===== src/rtl/alu_pkg.sv =====
// rtl/alu_pkg.sv - shared types and sizing helpers for the multicycle ALU
// Contents: op_t opcode enum, state_t FSM enum, default width and counter-width helpers.
package alu_pkg;

    typedef enum logic [2:0] {
        OP_NOT = 3'b000,
        OP_AND = 3'b001,
        OP_OR  = 3'b010,
        OP_ADD = 3'b011,
        OP_SUB = 3'b100,
        OP_MUL = 3'b101,
        OP_DIV = 3'b110,
        OP_ILL = 3'b111
    } op_t;

    typedef enum logic [1:0] {
        IDLE,
        BUSY,
        DONE
    } state_t;

    localparam int DEFAULT_WIDTH = 32;
    localparam int DEFAULT_CNT_W = $clog2(DEFAULT_WIDTH);

    // Iteration counter width for a given operand width; never narrower than one bit.
    function automatic int cnt_width(input int width);
        return (width > 1) ? $clog2(width) : 1;
    endfunction

endpackage


===== src/rtl/alu_iter_muldiv.sv =====
// rtl/alu_iter_muldiv.sv - shared iterative shift-add multiplier / restoring divider
// Ports: clk, reset (sync, active-high), start (load operands), is_div (select DIV),
//        a/b (operands), done (high on the final iteration), result (value produced by
//        the final iteration, valid while done is high).
module alu_iter_muldiv
    import alu_pkg::*;
#(
    parameter int WIDTH = DEFAULT_WIDTH
) (
    input  logic             clk,
    input  logic             reset,
    input  logic             start,
    input  logic             is_div,
    input  logic [WIDTH-1:0] a,
    input  logic [WIDTH-1:0] b,
    output logic             done,
    output logic [WIDTH-1:0] result
);

    localparam int CW = cnt_width(WIDTH);
    localparam logic [CW-1:0] LAST = CW'(WIDTH - 1);

    // acc: product accumulator (MUL) or partial remainder (DIV).
    // sr:  multiplier shifting right (MUL) or dividend/quotient shifting left (DIV).
    // opnd: multiplicand shifting left (MUL) or fixed divisor (DIV).
    logic             busy;
    logic             div_mode;
    logic [CW-1:0]    cnt;
    logic [WIDTH-1:0] acc;
    logic [WIDTH-1:0] sr;
    logic [WIDTH-1:0] opnd;

    logic [WIDTH-1:0] acc_nx;
    logic [WIDTH-1:0] sr_nx;
    logic [WIDTH-1:0] opnd_nx;
    logic [WIDTH:0]   trial;
    logic [WIDTH:0]   diff;

    always_comb begin
        trial   = {acc, sr[WIDTH-1]};
        diff    = trial - {1'b0, opnd};
        acc_nx  = acc;
        sr_nx   = sr;
        opnd_nx = opnd;
        if (div_mode) begin
            // The partial remainder is always below the divisor, so diff[WIDTH]
            // is exactly the borrow of the trial subtraction.
            if (!diff[WIDTH]) begin
                acc_nx = diff[WIDTH-1:0];
                sr_nx  = {sr[WIDTH-2:0], 1'b1};
            end else begin
                acc_nx = trial[WIDTH-1:0];
                sr_nx  = {sr[WIDTH-2:0], 1'b0};
            end
        end else begin
            if (sr[0]) begin
                acc_nx = acc + opnd;
            end
            sr_nx   = sr >> 1;
            opnd_nx = opnd << 1;
        end
    end

    assign done   = busy && (cnt == LAST);
    assign result = div_mode ? sr_nx : acc_nx;

    always_ff @(posedge clk) begin
        if (reset) begin
            busy     <= 1'b0;
            div_mode <= 1'b0;
            cnt      <= '0;
            acc      <= '0;
            sr       <= '0;
            opnd     <= '0;
        end else if (start) begin
            busy     <= 1'b1;
            div_mode <= is_div;
            cnt      <= '0;
            acc      <= '0;
            sr       <= is_div ? a : b;
            opnd     <= is_div ? b : a;
        end else if (busy) begin
            acc  <= acc_nx;
            sr   <= sr_nx;
            opnd <= opnd_nx;
            cnt  <= cnt + 1'b1;
            if (cnt == LAST) begin
                busy <= 1'b0;
            end
        end
    end

endmodule


===== src/rtl/alu_multicycle.sv =====
// rtl/alu_multicycle.sv - handshaked ALU: single-cycle logic/add/sub, iterative mul/div
// Ports: Clock, Reset (sync, active-high); issue side InValid/InReady/A/B/Operation;
//        result side OutValid/OutReady/Output with Zero, Carry, Error flags.
module alu_multicycle
    import alu_pkg::*;
#(
    parameter int WIDTH = DEFAULT_WIDTH
) (
    input  logic             Clock,
    input  logic             Reset,
    input  logic             InValid,
    output logic             InReady,
    input  logic [WIDTH-1:0] A,
    input  logic [WIDTH-1:0] B,
    input  logic [2:0]       Operation,
    output logic             OutValid,
    input  logic             OutReady,
    output logic [WIDTH-1:0] Output,
    output logic             Zero,
    output logic             Carry,
    output logic             Error
);

    state_t           state;
    op_t              op;
    logic             accept;
    logic             b_zero;
    logic             iter_op;
    logic [WIDTH:0]   sum;
    logic [WIDTH-1:0] sc_result;
    logic             sc_carry;
    logic             sc_error;
    logic             iter_done;
    logic [WIDTH-1:0] iter_result;

    assign op      = op_t'(Operation);
    assign accept  = InValid && InReady;
    assign b_zero  = (B == '0);
    assign iter_op = (op == OP_MUL) || ((op == OP_DIV) && !b_zero);
    assign sum     = {1'b0, A} + {1'b0, B};

    // Single-cycle result; DIV only reaches this path with B == 0.
    always_comb begin
        sc_result = '0;
        sc_carry  = 1'b0;
        sc_error  = 1'b0;
        case (op)
            OP_NOT: sc_result = ~A;
            OP_AND: sc_result = A & B;
            OP_OR:  sc_result = A | B;
            OP_ADD: begin
                sc_result = sum[WIDTH-1:0];
                sc_carry  = sum[WIDTH];
            end
            OP_SUB: begin
                sc_result = A - B;
                sc_carry  = (A < B);
            end
            OP_DIV: begin
                sc_result = '1;
                sc_error  = 1'b1;
            end
            OP_ILL: sc_error = 1'b1;
            default: sc_result = '0;
        endcase
    end

    alu_iter_muldiv #(
        .WIDTH(WIDTH)
    ) u_iter (
        .clk   (Clock),
        .reset (Reset),
        .start (accept && iter_op),
        .is_div(op == OP_DIV),
        .a     (A),
        .b     (B),
        .done  (iter_done),
        .result(iter_result)
    );

    // InReady is registered from state, so it rises one cycle after IDLE is entered.
    always_ff @(posedge Clock) begin
        if (Reset) begin
            state    <= IDLE;
            InReady  <= 1'b0;
            OutValid <= 1'b0;
            Output   <= '0;
            Zero     <= 1'b0;
            Carry    <= 1'b0;
            Error    <= 1'b0;
        end else begin
            case (state)
                IDLE: begin
                    InReady <= 1'b1;
                    if (accept) begin
                        InReady <= 1'b0;
                        if (iter_op) begin
                            state <= BUSY;
                        end else begin
                            state    <= DONE;
                            OutValid <= 1'b1;
                            Output   <= sc_result;
                            Zero     <= (sc_result == '0);
                            Carry    <= sc_carry;
                            Error    <= sc_error;
                        end
                    end
                end
                BUSY: begin
                    InReady <= 1'b0;
                    if (iter_done) begin
                        state    <= DONE;
                        OutValid <= 1'b1;
                        Output   <= iter_result;
                        Zero     <= (iter_result == '0);
                        Carry    <= 1'b0;
                        Error    <= 1'b0;
                    end
                end
                DONE: begin
                    InReady <= 1'b0;
                    if (OutReady) begin
                        state    <= IDLE;
                        OutValid <= 1'b0;
                    end
                end
                default: begin
                    state    <= IDLE;
                    InReady  <= 1'b0;
                    OutValid <= 1'b0;
                end
            endcase
        end
    end

endmodule

===== config.mk =====
export PLATFORM = sky130hd
export DESIGN_NAME = alu_multicycle
export DESIGN_NICKNAME = d
export VERILOG_FILES = /design/src/rtl/alu_pkg.sv /design/src/rtl/alu_iter_muldiv.sv /design/src/rtl/alu_multicycle.sv
export SDC_FILE = /design/constraint.sdc
export NUM_CORES = 1
export LEC_CHECK = 0
export BUFFER_PORTS_ARGS = -buffer_cell sky130_fd_sc_hd__buf_2
export CORE_MARGIN = 5
export CORE_UTILIZATION = 30
export CTS_CLUSTER_SIZE = 12
export DETAILED_ROUTE_END_ITERATION = 8
export PLACE_DENSITY = 0.54
export SETUP_SLACK_MARGIN = 0.02
export SYNTH_ARGS = -nofsm -noshare
export SYNTH_HDL_FRONTEND = slang
export SYNTH_SLANG_ARGS = --single-unit

===== constraint.sdc =====
create_clock -name Clock -period 5.3 [get_ports Clock]
set_clock_uncertainty 0.1 [all_clocks]
set_input_delay 1.325 -clock Clock [delete_from_list [all_inputs] [get_ports Clock]]
set_output_delay 1.325 -clock Clock [all_outputs]
set_load 0.05 [all_outputs]

==> impl_results.md, run 1 <==
- Outcome: finished, final reports clean
- Slew Limit Fails: 0
- Number of H-tree levels: 4
- Worst path max stage delay: roughly 0.57 ns
- WL final: 71.63 mm
- CP max-delay cell: o311ai_0
- Xor and xnor fraction of the mapped netlist area: 3.353%
- Post-Place Cells: ~3,300
- Arrival time at the worst endpoint: around 5.0 ns
- # nets final: 2,775
- CP max FO: 3
- Vias: approximately 19,000
- Min Tclk post-route: approximately 4.8 ns
- Avg Vias per Cell: approximately 5.7
- Synth top area cells: dfxtp_1 (16%), ha_1 (12%), a21oi_1 (8.7%)
- Largest net degree at the start of global routing: 89
- DRT iter0 DRCs: ~1,800
- Simple-gate share of the synthesized area: approximately a fifth
- Worst-Skew Late Latency: ~0.45 ns
- First-pass GRT wire length: between 100 and 150 mm
- Multi-input gate area: approximately 13,000 um2
- Area growth, synth to finish: 12.43%
- Seq. cell area: 2851 um2
- Worst Path Required: approximately 5.5 ns
- Leak Pwr: roughly 8 nW
- Sequential fraction of the synthesis area: 16.49%
- Crit end category: flip-flop
- Clk buf depth: 2
- Relative slew slack: roughly 31%
- Peak VDD IR: around 160 uV
- Max-capacitance violation count: 0
- CP cell instances: inv_1, ha_1, inv_1, fa_1, a21oi_2, o2111ai_2, o31a_2, o211a_1, a311oi_2, o31ai_2, a41oi_4, mux2_2, o311ai_0, nor4_1, a31oi_1, o31ai_1
- WL per Instance: 21.69 um
- All-Layer GR Usage: between 20% and 30%
- Core Region: 56,710 um2
- Clk pin slew, worst setup/hold paths: around 0.06 ns
- Final setup fails: 0
- Max Freq: between 0.2 and 0.25 GHz
- CTS tree: done
- Global route overflow: 0
- Cts hold-fix bufs: 0
- Cell Area, Synth: about 17,000 um2
- Die Y: ~250 um
- Fin. Hold Viols: 0
- Mean Syn Cell Area: a little under 7 um2
- DR pass1 iterations: 6
- Post-CTS Resized: 0
- Total power: ~4.0 mW
- Die X: 249.7 um
- Synth async-reset ratio: 0%
- Cts bufs inserted: 17
- Total die area: approximately 62,000 um2
- CP dominant cell by count: inv_1
- Crit share post-route: around nine tenths
- Filler cells: 6,127
- GP Congestion: approximately 0.94
- EDFF count, synth: 0
- Main combinational cell family by area after synthesis: compound AO/OA/AOI/OAI gates
- Initial antenna violation count: 1
- RSZ-0062 raised after global routing: no
- Vias in the first global route: around 18,000
- Std cell rows: 87
- Worst slew pin tran: about 1 ns
- Pwr/cell area: 206.3 nW/um2
- Hold Path Class: flip-flop to flip-flop
- Kind of cell adding the most delay to the critical path: compound AO/OA/AOI/OAI gates
- Final non-filler cell total: approximately 3,300
- Antenna Cells: 0
- Initial Util: just over 30%
- WS Path Type: flip-flop to flip-flop
- Synth area leader: dfxtp_1
- DRC: 0
- Synthesized Nets: 2,724
- Compound-Gate Fraction of Synth Area: between 30% and 40%
- Mux cell area share after synthesis: under 10%
- Layout cells sized above 1: 11.35%
- Top_reg_cell synth: dfxtp_1
- Finished Cell Area: ~19,000 um2
- TNS Setup: 0 ns
- Port bufs: 107
- Placed inst area: between 15,000 and 20,000 um2
- Top cell type's share of synthesized area: between 15 and 20%
- Clock Sinks: roughly 140
- Syn Inst Count: 2,482
- Yosys reg bits: ~140
- Nature of the critical path startpoint: flip-flop
- HPWL after DPL: 56.42 mm
- Synth Warn #: 0
- Distinct cells, synth: between 90 and 100
- Adder-cell share of the synthesized area: roughly 13%
- Post-CTS setup buffer count: 0
- I/O Pins: ~110
- Core Util, Final: 34.18%
- Routed Antenna Nets: 0
- CTS Root Cell: clkbuf_16
- Sum of buffers and inverters on the critical path: 2
through the flow:
| stage | worst slack (ns) | hold WS (ns) |
|---|---|---|
| after floorplan | 0.9218 | 0.3673 |
| after global placement | 0.1487 | 0.3400 |
| after detailed placement | 0.1524 | 0.3482 |
| after CTS | 0.5173 | 0.3570 |
| after global routing | 0.1990 | 0.3949 |
| final | 0.5228 | 0.3534 |
path summary, 6_finish.rpt:
path / cells after the start / slack [ns] / start / endpoint
setup / recovery: 16 / 0.52 / u_iter.sr[31] / Zero
hold / removal: 2 / 0.35 / Output[31] / Output[31]
setup reg to reg: 16 / 0.52 / u_iter.sr[31] / Zero
hold reg to reg: 2 / 0.35 / Output[31] / Output[31]
worst min-delay path, delay by kind of cell, from the launching register on:
kind	cells	cell delay, ns
DFF	1	0.31
and+or+nand+nor	1	0.05
AOI/OAI and AO/OA	1	0.05
cells in the mapped netlist (11+ instances only):
library cell,instances
nand2_1,196
nor3_1,34
clkbuf_1,140
mux2i_1,43
a211oi_1,130
a22oi_1,15
nor2_1,335
o21bai_1,23
o211ai_1,26
o22ai_1,11
dfxtp_1,142
a221oi_1,12
inv_1,149
nand4_1,28
or3_1,14
a221o_1,18
o21a_1,14
a21o_1,52
o31ai_1,16
o21ai_0,134
o311ai_0,12
buf_1,13
nor4_1,27
xnor2_1,40
and3_1,16
a211o_1,11
a31oi_1,32
ha_1,167
nand3_1,42
nor2b_1,26
xor2_1,21
o221ai_1,19
nand2b_1,35
a21oi_1,299
layer usage:
layer	GRT usage [%]	part of all wire [%]	up-vias
li1	-	-	9205
met1	30.27	46	9018
met2	36.20	46	663
met3	2.207	5.8	82
met4	5.299	2.2	2
met5	0	0.018	-
where the power goes:
part           switching (mW)  total [mW]  internal, mW  leakage, nW
combinational            1.02        1.61         0.593         6.70
clock                   0.518        1.22         0.704        0.275
sequential             0.0550        1.17          1.11         1.15
registers in the layout, summed over array words and instances, names as in the netlist:
register and count:
u_iter.acc 32, u_iter.busy 1, InReady 1, state 2, u_iter.sr 32, u_iter.cnt 5, Zero 1, u_iter.div_mode 1
Output 32, Carry 1, OutValid 1, u_iter.opnd 32, Error 1
placed cells by master, fill, tap and decap left out, types with 89 or more instances in the layout:
master	n
inv_1	149
o21ai_0	134
a211oi_1	130
ha_1	167
a21oi_1	298
nor2_1	332
buf_4	89
nand2_1	195
dfxtp_1	139
buf_2	106
area by class of cell:
| cell class | count | share of cell area, % |
|---|---|---|
| Timing Repair Buffer | 196 | 6.287 |
| Clock inverter | 13 | 0.7229 |
| Clock buffer | 19 | 2.285 |
| Inverter | 151 | 2.924 |
| Tap cell | 756 | 4.880 |
| Multi-Input combinational cell | 2025 | 68.19 |
| Sequential cell | 142 | 14.71 |
cells by family after synthesis:
| logic type | after synthesis |
|---|---|
| and+or+nand+nor | 800 |
| muxes | 59 |
| DFF | 142 |
| xor gates and xnor gates | 63 |
| buffers and inverters | 315 |
| AOI/OAI and AO/OA | 932 |
| adders and majority gates | 171 |
(Power assumes the default switching activity.)
==> run 2: changes to the inputs <==
--- a/config.mk
+++ b/config.mk
@@ -11,6 +11,7 @@
 export CTS_CLUSTER_SIZE = 12
 export DETAILED_ROUTE_END_ITERATION = 8
 export PLACE_DENSITY = 0.54
+export REMOVE_ABC_BUFFERS = 1
 export SETUP_SLACK_MARGIN = 0.02
 export SYNTH_ARGS = -nofsm -noshare
 export SYNTH_HDL_FRONTEND = slang
==> run 2 against run 1 <==
Utilization hardly changed. Via count decreased by 0.12%. First-iteration DRC count fell by 8.2%. Setup slack worse by 0.028 ns. Die area unchanged. Global-route usage is 0.12 points lower. Sequential power about the same. Final area about the same. Critical endpoint unchanged. Critical path depth unchanged. Combinational power barely moved. Flip-flop and latch count unchanged. Power down 1.5%.
==> impl_results.md, run 2 (synthesis gave the netlist of run 1 again) <==
- Post-CTS Resized: 0 (unchanged)
- Hold Path Class: flip-flop to flip-flop (unchanged)
- Fin. Hold Viols: 0 (unchanged)
- Worst Path Required: 5.57 ns (was 5.53 ns)
- Worst-Skew Late Latency: 0.45 ns (about the same)
- DRC: 0 (unchanged)
- Worst Slack Setup Final: 0.4953 ns (was 0.5228 ns)
- Max Freq: 0.2081 GHz (was 0.2093 GHz)
- Final setup fails: 0 (unchanged)
- Outcome: finished, final reports clean (unchanged)
- CP cell instances: buf_2, inv_1, ha_1, nand2_1, o21ai_0, and3b_1, a21boi_0, a31oi_1, a211oi_1, o21ai_0, nand2_1, nand4_1, nor4_1, buf_4, nand4_1, o31ai_1 (was inv_1, ha_1, inv_1, fa_1, a21oi_2, o2111ai_2, o31a_2, o211a_1, a311oi_2, o31ai_2, a41oi_4, mux2_2, o311ai_0, nor4_1, a31oi_1, o31ai_1)
- RSZ-0062 raised after global routing: no (unchanged)
- Layout cells sized above 1: 11.42% (was 11.35%)
- Place WS: 0.1590 ns (was 0.1524 ns)
- Port bufs: 107 (unchanged)
- Critical path origin: B[17] (was u_iter.sr[31])
- CTS tree: done (unchanged)
- Seq. cell area: 2851 um2 (unchanged)
- Most common cell after layout, fill and taps aside: nor2_1 (unchanged)
- Global route overflow: 0 (unchanged)
- Filler cells: 6,108 (was 6,127)
- Clk buf depth: 2 (unchanged)
- Hold Path Depth: 2 (unchanged)
- Clk pin slew, worst setup/hold paths: 0.06 ns (about the same)
- Core Region: 56,710 um2 (unchanged)
- Area growth, synth to finish: 12.37% (was 12.43%)
- # nets final: 2,778 (was 2,775)
- Pwr/cell area: 203.4 nW/um2 (was 206.3 nW/um2)
- Multi-input gate area: 13,220 um2 (about the same)
- DR pass1 iterations: 6 (unchanged)
- Worst slew pin tran: 0.9695 ns (was 1.031 ns)
- Total power: 3.941 mW (was 4.000 mW)
- Initial Util: 30.40% (unchanged)
- All-Layer GR Usage: 21.62% (was 21.73%)
- Avg Vias per Cell: 5.731 (was 5.745)
- CP max-delay cell: ha_1 (was o311ai_0)
- Min-delay src: Output[31] (unchanged)
- Peak VDD IR: 195.3 uV (was 162.8 uV)
- GP Congestion: 0.9625 (was 0.9448)
- WL per Instance: 21.53 um (was 21.69 um)
- Die Y: 249.7 um (unchanged)
- Largest net degree at the start of global routing: 71 (was 89)
- Crit share post-route: 90.65% (was 90.14%)
- Crit end category: flip-flop (unchanged)
- Arrival time at the worst endpoint: 5.07 ns (was 5.01 ns)
- Number of H-tree levels: 4 (unchanged)
- Routed Antenna Nets: 0 (unchanged)
- Kind of cell adding the most delay to the critical path: compound AO/OA/AOI/OAI gates (unchanged)
- Worst R2R Path Depth: 17 (was 16)
- Min Hold Slack: 0.3531 ns (was 0.3534 ns)
- I/O Pins: 108 (unchanged)
- WP depth: 16 (unchanged)
- Initial antenna violation count: 5 (was 1)
- Commonest cells after routing, fill and taps aside: nor2_1 (332), a21oi_1 (298), nand2_1 (194), ha_1 (167), inv_1 (149) (was nor2_1 (332), a21oi_1 (298), nand2_1 (195), ha_1 (167), inv_1 (149))
- Relative slew slack: 35.13% (was 31.29%)
- Nature of the critical path startpoint: primary input (was flip-flop)
- Core Util, Final: 34.16% (was 34.18%)
- Cts bufs inserted: 17 (unchanged)
- DRT iter0 DRCs: 1,652 (was 1,799)
- Std cell rows: 87 (unchanged)
- Total die area: 62,370 um2 (unchanged)
- Leak Pwr: 8.134 nW (was 8.132 nW)
- Die X: 249.7 um (unchanged)
- Worst r2r src: u_iter.sr[31] (unchanged)
- Cts hold-fix bufs: 0 (unchanged)
- Vias: 18,950 (was 18,970)
- WS Path Type: primary input to flip-flop (was flip-flop to flip-flop)
- Min Tclk post-route: 4.805 ns (was 4.777 ns)
- Vias in the first global route: 17,900 (was 18,000)
- First-pass GRT wire length: 107.9 mm (was 108.6 mm)
- WL final: 71.19 mm (was 71.63 mm)
- Clock Sinks: 142 (unchanged)
- Worst path max stage delay: 0.54 ns (was 0.57 ns)
- Max-capacitance violation count: 0 (unchanged)
- Post-CTS setup buffer count: 0 (unchanged)
- CTS Root Cell: clkbuf_16 (unchanged)
- Sum of buffers and inverters on the critical path: 3 (was 2)
- CP max FO: 12 (was 3)
- HPWL after DPL: 56.34 mm (was 56.42 mm)
- Slew Limit Fails: 0 (unchanged)
-- run 2: layout make-up --
class | instances | area share [%]
repair buffers | 199 | 6.406
well taps | 756 | 4.882
diodes | 2 | 0.02583
inverters | 151 | 2.925
flip-flops and latches | 142 | 14.72
clock buffers | 20 | 2.305
multi-input cells | 2025 | 68.25
clock inverters | 11 | 0.4908
-- run 2: final timing paths --
kind / end / slack (ns)
worst min register to register: Output[31] / 0.35
worst min-delay path: Output[31] / 0.35
worst max-delay path: Zero / 0.50
worst max register to register: u_iter.acc[14] / 0.52
-- run 2: report_power, final --
part,switching (mW),leakage (nW),internal [mW],total (mW)
logic,1.03,6.72,0.599,1.63
registers,0.0557,1.15,1.11,1.17
clock network,0.494,0.261,0.650,1.14
total,1.58,8.13,2.36,3.94
-- run 2: worst reg2reg max path, stage by stage, from the launching register on --
cell	delay [ns]
dfxtp_1	0.31
inv_1	0.21
ha_1	0.25
inv_1	0.06
fa_1	0.43
a21oi_2	0.23
o2111ai_2	0.19
o31a_2	0.36
o211a_1	0.31
a311oi_2	0.38
o31ai_2	0.18
a41oi_4	0.32
o21ai_4	0.14
xnor2_2	0.40
buf_4	0.35
nor2_1	0.09
a211oi_1	0.22
o32ai_1	0.11
-- run 2: metrics by stage --
stage / setup TNS [ns] / instances / cell area, um2
2_1_floorplan: -242.48 / 2318 / 16600
3_3_place_gp: 0 / 3273 / 18830
3_5_place_dp: 0 / 3273 / 18830
4_1_cts: 0 / 3304 / 19370
5_1_grt: 0 / 3306 / 19370
6_report: 0 / 3306 / 19370
-- run 2: layer usage --
layer / vias to the layer above / part of all wire (%) / GRT usage (%)
li1: 9217 / - / -
met1: 9013 / 46 / 30.05
met2: 630 / 46 / 35.53
met3: 86 / 5.1 / 2.041
met4: 2 / 2.7 / 6.601
met5: - / 0.018 / 0
==> run 3: changes to the inputs <==
--- a/config.mk
+++ b/config.mk
@@ -5,12 +5,12 @@
 export SDC_FILE = /design/constraint.sdc
 export NUM_CORES = 1
 export LEC_CHECK = 0
-export BUFFER_PORTS_ARGS = -buffer_cell sky130_fd_sc_hd__buf_2
 export CORE_MARGIN = 5
 export CORE_UTILIZATION = 30
 export CTS_CLUSTER_SIZE = 12
 export DETAILED_ROUTE_END_ITERATION = 8
-export PLACE_DENSITY = 0.54
+export DONT_BUFFER_PORTS = 1
+export PLACE_DENSITY = 0.53
 export REMOVE_ABC_BUFFERS = 1
 export SETUP_SLACK_MARGIN = 0.02
 export SYNTH_ARGS = -nofsm -noshare
==> run 3 against run 2 <==
Global-route usage rose by 0.18 points. Hold slack improved by 0.051 ns. Flip-flop and latch count did not move. Highest routed layer is now met4. Setup slack improved by 0.080 ns. Sequential share of layout area rose by 0.54 points. Non-clock buffer count fell by 131.
==> impl_results.md, run 3 (synthesis gave the netlist of run 1 again) <==
- Layout cells sized above 1: 6.658% (was 11.42%)
- Total die area: 62,370 um2 (unchanged)
- Cts bufs inserted: 17 (unchanged)
- HPWL after DPL: 55.66 mm (was 56.34 mm)
- Clk pin slew, worst setup/hold paths: 0.07 ns (was 0.06 ns)
- Largest net degree at the start of global routing: 106 (was 71)
- GP Congestion: 0.9455 (was 0.9625)
- DRC: 0 (unchanged)
- Fin. Hold Viols: 0 (unchanged)
- RSZ-0062 raised after global routing: no (unchanged)
- CP max-delay cell: o311ai_0 (was ha_1)
- Outcome: finished, final reports clean (unchanged)
- Initial antenna violation count: 0 (was 5)
- CTS tree: done (unchanged)
- Antenna Cells: 0 (was 2)
- Area growth, synth to finish: 8.374% (was 12.37%)
- Number of H-tree levels: 4 (unchanged)
- Cts hold-fix bufs: 0 (unchanged)
- Die Y: 249.7 um (unchanged)
- First-pass GRT wire length: 108.7 mm (was 107.9 mm)
- Crit share post-route: 89.15% (was 90.65%)
- Vias: 18,630 (was 18,950)
- CP cell instances: inv_1, ha_1, inv_1, fa_1, a21oi_2, o2111ai_2, o31a_2, o211a_1, a311oi_2, o31ai_2, a41oi_4, mux2_2, o311ai_0, nor4_1, a31oi_1, o31ai_1 (was buf_2, inv_1, ha_1, nand2_1, o21ai_0, and3b_1, a21boi_0, a31oi_1, a211oi_1, o21ai_0, nand2_1, nand4_1, nor4_1, buf_4, nand4_1, o31ai_1)
- Min Tclk post-route: 4.725 ns (was 4.805 ns)
- Avg Vias per Cell: 5.869 (was 5.731)
- Max-capacitance violation count: 0 (unchanged)
- Worst R2R Path Depth: 16 (was 17)
- Crit end category: flip-flop (unchanged)
- Min Hold Slack: 0.4044 ns (was 0.3531 ns)
- Seq. cell area: 2851 um2 (unchanged)
- Multi-input gate area: 13,230 um2 (was 13,220 um2)
- WL per Instance: 22.47 um (was 21.53 um)
- Arrival time at the worst endpoint: 4.95 ns (was 5.07 ns)
- # nets final: 2,647 (was 2,778)
- Final setup fails: 0 (unchanged)
- Reg-to-reg slack, setup: 0.58 ns (was 0.52 ns)
- Critical path origin: u_iter.sr[31] (was B[17])
- Vias in the first global route: 17,520 (was 17,900)
- Worst path max stage delay: 0.44 ns (was 0.54 ns)
- All-Layer GR Usage: 21.79% (was 21.62%)
- Initial Util: 30.40% (unchanged)
- Hold Path Class: flip-flop to flip-flop (unchanged)
- Total power: 3.862 mW (was 3.941 mW)
- Relative slew slack: 39.06% (was 35.13%)
- Global route overflow: 0 (unchanged)
- Clock Sinks: 142 (unchanged)
- Most common cell after layout, fill and taps aside: nor2_1 (unchanged)
- Clk buf depth: 2 (unchanged)
- Routed Antenna Nets: 0 (unchanged)
- Max Freq: 0.2116 GHz (was 0.2081 GHz)
- Die X: 249.7 um (unchanged)
- Nature of the critical path startpoint: flip-flop (was primary input)
- Filler cells: 6,170 (was 6,108)
- Std cell rows: 87 (unchanged)
- I/O Pins: 108 (unchanged)
- Pwr/cell area: 206.7 nW/um2 (was 203.4 nW/um2)
- Slew Limit Fails: 0 (unchanged)
- Post-CTS Resized: 0 (unchanged)
- Finished Cell Area: 18,690 um2 (was 19,370 um2)
- Worst r2r src: u_iter.sr[31] (unchanged)
- R2R Path End: Zero (was u_iter.acc[14])
- WL final: 71.33 mm (was 71.19 mm)
- Leak Pwr: 7.552 nW (was 8.134 nW)
- Hold Path Depth: 2 (unchanged)
- CP dominant cell by count: inv_1
- DR pass1 iterations: 6 (unchanged)
- CP max FO: 3 (was 12)
- Commonest cells after routing, fill and taps aside: nor2_1 (331), a21oi_1 (298), nand2_1 (194), ha_1 (167), inv_1 (149) (was nor2_1 (332), a21oi_1 (298), nand2_1 (194), ha_1 (167), inv_1 (149))
- DRT iter0 DRCs: 1,635 (was 1,652)
- Core Region: 56,710 um2 (unchanged)
- Worst Path Required: 5.53 ns (was 5.57 ns)
- Peak VDD IR: 158.8 uV (was 195.3 uV)
- Worst-Skew Late Latency: 0.45 ns (about the same)
- Setup crit end: Zero (unchanged)
- CTS Root Cell: clkbuf_16 (unchanged)
- Worst slew pin tran: 0.9108 ns (was 0.9695 ns)
- Port bufs: 0 (was 107)
- Placed inst area: 18,120 um2 (was 18,830 um2)
- WS Path Type: flip-flop to flip-flop (was primary input to flip-flop)
- Post-CTS setup buffer count: 0 (unchanged)
## run 3: changes by cell type in the layout (fill, tap and decap cells not counted)
cell	change
buf_12	+1
buf_2	-106
buf_4	-26
clkbuf_1	+1
clkinv_2	-4
clkinv_4	+1
diode_2	-2
inv_6	+3
nor2_1	-1
nor2_2	+1
## run 3: how the worst min path moves through the flow
stage	startpoint	end	slack (ns)
3_3_place_gp	u_iter.cnt[4]	u_iter.cnt[4]	0.38
3_5_place_dp	u_iter.cnt[4]	u_iter.cnt[4]	0.40
6_report	u_iter.cnt[4]	u_iter.cnt[4]	0.40
5_1_grt	u_iter.cnt[4]	u_iter.cnt[4]	0.46
2_1_floorplan	u_iter.cnt[4]	u_iter.cnt[4]	0.37
4_1_cts	u_iter.cnt[4]	u_iter.cnt[4]	0.41
## run 3: report_power, final
group	internal [mW]	leakage (nW)	switching, mW
clock network	0.663	0.265	0.516
logic	0.558	6.13	0.903
registers	1.11	1.15	0.111
total	2.33	7.55	1.53
## run 3: routing by layer
metal / vias to the layer above / wire length, um / track usage [%] / part of all wire, %
met5: - / 0 / 0 / 0
met4: 0 / 2267 / 6.977 / 3.2
met3: 93 / 4192 / 2.884 / 5.9
met2: 650 / 32610 / 35.53 / 46
met1: 8924 / 32260 / 29.90 / 45
li1: 8962 / - / - / -
## run 3: worst max-delay path: cells and delay by family (launching register included)
| kind | cells | cell delay [ns] |
|---|---|---|
| flops | 1 | 0.31 |
| compound gates | 10 | 2.73 |
| fa+ha+maj | 2 | 0.67 |
| mux | 1 | 0.41 |
| buf+inv | 2 | 0.27 |
| simple gates | 1 | 0.08 |
## run 3: metrics by stage
| stage | setup TNS (ns) | utilization, % | std cells | setup WS, ns |
|---|---|---|---|---|
| 2_1_floorplan | -242.48 | - | 2318 | -3.705 |
| 3_3_place_gp | 0 | 31.96 | 3142 | 0.1789 |
| 3_5_place_dp | 0 | 31.96 | 3142 | 0.2809 |
| 4_1_cts | 0 | 32.95 | 3174 | 0.5485 |
| 5_1_grt | 0 | 32.95 | 3174 | 0.3070 |
| 6_report | 0 | 32.95 | 3174 | 0.5752 |
## run 3: area by class of cell
type,instances,area share (%)
Multi-Input combinational cell,2025,70.78
Tap cell,756,5.062
Timing Repair Buffer,68,2.866
Clock inverter,11,0.5893
Inverter,151,3.033
Sequential cell,142,15.26
Clock buffer,21,2.411
